===== src/rtl/sync_debounce.sv =====
// Per-bit debounce with registered rise/fall pulses, placed after the input synchronizer.
// A bit's level flips only after DEB_CYCLES consecutive qualified samples disagree with it.
module sync_debounce #(
    parameter int WIDTH      = 4,
    parameter int DEB_CYCLES = 4
) (
    input  logic             Clk_i,
    input  logic             Rst_ni,
    input  logic             Tick_i,
    input  logic [WIDTH-1:0] Sync_si,
    output logic [WIDTH-1:0] Deb_so,
    output logic [WIDTH-1:0] Rise_so,
    output logic [WIDTH-1:0] Fall_so
);
    localparam int CNT_W = $clog2(DEB_CYCLES + 1);
    localparam logic [CNT_W-1:0] CNT_LAST = CNT_W'(DEB_CYCLES - 1);

    logic [CNT_W-1:0] cnt_q [WIDTH];
    logic [CNT_W-1:0] cnt_d [WIDTH];
    logic [WIDTH-1:0] deb_q, deb_d;
    logic [WIDTH-1:0] rise_q, rise_d;
    logic [WIDTH-1:0] fall_q, fall_d;

    always_comb begin
        deb_d  = deb_q;
        rise_d = '0;
        fall_d = '0;
        for (int i = 0; i < WIDTH; i++) begin
            cnt_d[i] = cnt_q[i];
            if (Tick_i) begin
                // Any agreeing sample throws away the partial count.
                if (Sync_si[i] == deb_q[i]) begin
                    cnt_d[i] = '0;
                end else if (cnt_q[i] == CNT_LAST) begin
                    deb_d[i]  = Sync_si[i];
                    cnt_d[i]  = '0;
                    rise_d[i] = Sync_si[i];
                    fall_d[i] = ~Sync_si[i];
                end else begin
                    cnt_d[i] = cnt_q[i] + CNT_W'(1);
                end
            end
        end
    end

    always_ff @(posedge Clk_i or negedge Rst_ni) begin
        if (!Rst_ni) begin
            for (int i = 0; i < WIDTH; i++) begin
                cnt_q[i] <= '0;
            end
            deb_q  <= '0;
            rise_q <= '0;
            fall_q <= '0;
        end else begin
            for (int i = 0; i < WIDTH; i++) begin
                cnt_q[i] <= cnt_d[i];
            end
            deb_q  <= deb_d;
            rise_q <= rise_d;
            fall_q <= fall_d;
        end
    end

    assign Deb_so  = deb_q;
    assign Rise_so = rise_q;
    assign Fall_so = fall_q;

endmodule


===== config.mk =====
export PLATFORM = sky130hd
export DESIGN_NAME = sync_debounce
export DESIGN_NICKNAME = d
export VERILOG_FILES = /design/src/rtl/sync_debounce.sv
export SDC_FILE = /design/constraint.sdc
export NUM_CORES = 1
export LEC_CHECK = 0
export CAP_MARGIN = 25
export CORE_MARGIN = 5
export CORE_UTILIZATION = 40
export CTS_CLUSTER_SIZE = 14
export DETAILED_ROUTE_END_ITERATION = 10
export GPL_TIMING_DRIVEN = 0
export PLACE_DENSITY = 0.62
export SLEW_MARGIN = 20
export SYNTH_ARGS = -nofsm -noshare
export SYNTH_HDL_FRONTEND = slang
export SYNTH_SLANG_ARGS = --single-unit

===== constraint.sdc =====
create_clock -name Clk_i -period 1.1 [get_ports Clk_i]
set_input_delay 0.11 -clock Clk_i [delete_from_list [all_inputs] [get_ports Clk_i]]
set_output_delay 0.11 -clock Clk_i [all_outputs]
set_load 0.005 [all_outputs]

# After elaboration in Yosys (flattened, before gate mapping)
# Cells that the tools add are included.
# op_classes
add_sub_neg	4
eq_ne	8
muxes	32
n_bitwise	8
reduce_logical	4
# op_table
op	n
2-to-1 mux 1 bit	24
2-to-1 mux 3 bit	8
adder 3 x 1 -> 3 bit, second input constant	4
equality test 3 x 2 -> 1 bit, second input constant	4
AND reduction 3 bit	4
NOT 1 bit	8
equality test 1 bit	4
# word_totals
ff_bits	24
input_bits	7
out_inout_bits	12

# Longest topological paths before layout
# logic_depth
ltp_word	4
mapped_depth	3
depth_no_buf	3

# Least setup slack after synthesis
# No wires, ideal clock.
# synth_path
path_type	flip-flop to flip-flop
startpoint	register cnt_q[3] in the netlist's numbering
endpoint	register deb_q[2], in the netlist Deb_so[2]
arrival_time_ns	1.019
required_time_ns	0.975
slack_ns	-0.044
path_stages_with_launch	4
path_buffers	0
synth_period_minus_slack_ns	1.144
path_cell_list	dfrtp_1 -> ha_1 -> nand3b_1 -> mux2_2
# synth_between
elab_chain_len	2
# synth_lines
element	line	rtl
start, declared	18	logic [CNT_W-1:0] cnt_q [WIDTH];
start signal, assigned by index	56	cnt_q[i] <= cnt_d[i];
equality test 3 x 2 -> 1 bit	34	end else if (cnt_q[i] == CNT_LAST) begin
AND reduction 3 bit (no line)	-	
end signal, assigned	51	deb_q <= '0;
end signal, assigned	58	deb_q <= deb_d;
end, declared	20	logic [WIDTH-1:0] deb_q, deb_d;
# No other way between the ends.
# A chain may end at the register's enable or synchronous reset.

# Final worst setup path
# layout_path
startpoint	register cnt_q[6] in the netlist's numbering
endpoint	register deb_q[1], in the netlist Deb_so[1]
# Same word-level chain as after synthesis.

==> flow_summary_export.csv <==
group,metric,value,unit
run_status,status,"finished with violations",
run_status,violations,"setup timing",
drt,drcViolationCount,0,
synth,ys_ff_latch,24,
cts,cts_made_buffers,3,
grt,grt_pass1_vias,759,
power_and_ir_drop,peakVddDrop,0.001334,V
grt,grt_max_degree,15,
cts,postCtsHoldBufs,0,
timing,finalSetupViolations,7,
drt,ant_nets,0,
grt,grt-ovfl-total,0,
timing,rsz0062_at_grt,"yes",
timing,tns,-389.9,ps
setup_path,cp_slowest_cell,"dfrtp_1",
cells_and_area,syn2layout_area_growth,46.77,%
synth,synth_area,1084,µm²
die,io_pins,19,
drt,vias_per_cell,5.000,
setup_path,path_buf_inv,0,
synth,syn_area_per_cell,12.04,µm²
grt,grtUsageTotal,11.61,%
synth,syn_nets,101,
cts,cts.sinks,24,
synth,synth_top_area_share,55.43,%
drt,wire_per_inst,14.41,µm
setup_path,crit_path_end_kind,"flop",
timing,layout_min_cycle_time,1215,ps
timing,relSlewSlack,62.73,%
timing,whs,140.9,ps
cells_and_area,final_cell_mix,"dfrtp_1, buf_4, nand2b_1",
synth,yosys_warnings,0,
place,port_buffers,18,
die,fp.dieW,62.05,µm
grt,antenna_found_initial,0,
place,place_hpwl,1364,µm
cells_and_area,fill_cells,211,
power_and_ir_drop,leakagePower,0.7042,nW
die,core,2545,µm²
synth,synth.area.top_cells,"dfrtp_1, nand2b_1, nor3b_1",
cts,cts_tree,"built",
grt,grt_pass1_wl,3243,µm
cells_and_area,fin_nets,136,
cells_and_area,multi_input_area,611.8,µm²
cells_and_area,final_common_cell,"dfrtp_1",
place,gp_congestion,0.6790,
timing,period_share,110.4,%
cts,h-tree-depth,1,
timing,finalHoldViolCount,0,
cts,clk_latency,310,ps
timing,worst_clock_skew,8.521,ps
setup_path,crit_type,"reg -> reg",
drt,drt_iter0_markers,15,
synth,synth_top_cell_by_area,"dfrtp_1",
synth,syn_inst,90,
setup_path,cpLargestDelayFamily,"flip-flops",
setup_path,worstPathCellList,"ha_4 -> nand3b_1 -> mux2_4",
die,die-area,3850,µm²
setup_path,cp_max_fo,3,
timing,finalWorstSetupSlack,-114.7,ps
timing,drv_slew,0,
die,num_rows,18,
synth,ys_seq_area_share,55.43,%
drt,firstDrtPassIters,6,
setup_path,arrival,1410,ps
cts,max-clock-path-buffers,2,
place,place_inst,139,
die,floorplan.initialDensity,42.58,%
setup_path,cp.required,1300,ps
cts,clock-root-buffer,"clkbuf_4",
drt,dr_total_vias,765,
cells_and_area,final_cells,153,
cells_and_area,seq_area,600.6,µm²
worst_hold_path,hold_class,"in -> async",
setup_path,start_kind,"flop",
drt,wirelength,2204,µm
setup_path,slowest_delay,440,ps
power_and_ir_drop,p_per_area,2129,nW/µm²
power_and_ir_drop,total_power,3.385,mW
cells_and_area,drive_gt1_share,34.15,%
timing,clock.fmax,0.8232,GHz
job,cap_viol_max_count,0,
synth,synth.distinct_cells,15,
cts,cts.clk_slew.worst_paths,130,ps
cells_and_area,diodes,0,
die,fp.dieH,62.05,µm
timing,tightest_slew,557.3,ps
==> per-stage QoR <==
stage / worst slack (ps) / cell area [µm²] / util (%)
floorplan: 7.799 / 1109 / -
global placement: -328.4 / 1326 / 52.11
detailed placement: -284.6 / 1341 / 52.70
CTS: -86.64 / 1465 / 57.57
global route: -158.7 / 1590 / 62.49
finish: -114.7 / 1590 / 62.49
==> worst paths after layout <==
| check | startpoint | end | slack [ps] | cells past startpoint |
|---|---|---|---|---|
| min reg2reg | Deb_so[0] | Rise_so[0] | 560 | 2 |
| max | cnt_q[6] | Deb_so[1] | -110 | 3 |
| min | Rst_ni | Fall_so[0] | 140 | 1 |
| max reg2reg | cnt_q[6] | Deb_so[1] | -110 | 3 |
| min in group Clk_i | Sync_si[0] | Fall_so[0] | 460 | 2 |
| max in group asynchronous | Rst_ni | cnt_q[4] | 460 | 2 |
==> layout make-up <==
cell class | count | area share, %
multi-input combinational | 56 | 38.47
sequential | 24 | 37.77
timing repair buffer | 30 | 17.15
tap | 30 | 2.360
inverter | 8 | 1.888
clock buffer | 3 | 1.416
buffer | 2 | 0.9441
==> cell usage after synthesis <==
master    instances
nor2b_1           4
o32ai_2           2
nand3b_1          4
nand2b_1         12
ha_1              4
o32ai_1           1
xnor2_1           4
o31ai_1           4
inv_1             8
buf_4             2
o22ai_1           5
nand2_1           4
nor3b_1           8
dfrtp_1          24
mux2_2            4
==> routing by layer <==
metal | global-route usage (%) | vias to the layer above | routed length (µm)
met3 | 4.132 | 2 | 101
met1 | 14.49 | 371 | 988
met5 | 0 | - | 0
met4 | 1.818 | 0 | 12
met2 | 19.67 | 17 | 1101
li1 | - | 375 | -
==> power breakdown <==
part           switching [mW]  internal [mW]  leakage (nW)
registers               0.224           1.15         0.321
clock network           0.245          0.128        0.0138
logic                   0.650          0.991         0.369
==> cells by family (layout without fill, tap and decap cells) <==
family	Yosys count	after routing	share of synthesized area, %
simple gates	32	32	18.94
flops	24	24	55.43
compound gates	12	12	9.469
buf+inv	10	43	4.157
fa+ha+maj	4	4	4.619
xor+xnor	4	4	3.233
mux	4	4	4.157
==> flip-flops by register name (all words and copies together), names as in the netlist <==
signal,count
cnt_q,12
Deb_so,4
Fall_so,4
Rise_so,4
==> repair_timing <==
item / CTS / global route
setup endpoints to repair: 20 / 29
pin swaps: 1 / 6
endpoints found under the hold margin: 0 / 0
setup buffers: 8 / 4
resized for setup: 20 / 21
(Power assumes the default switching activity.)
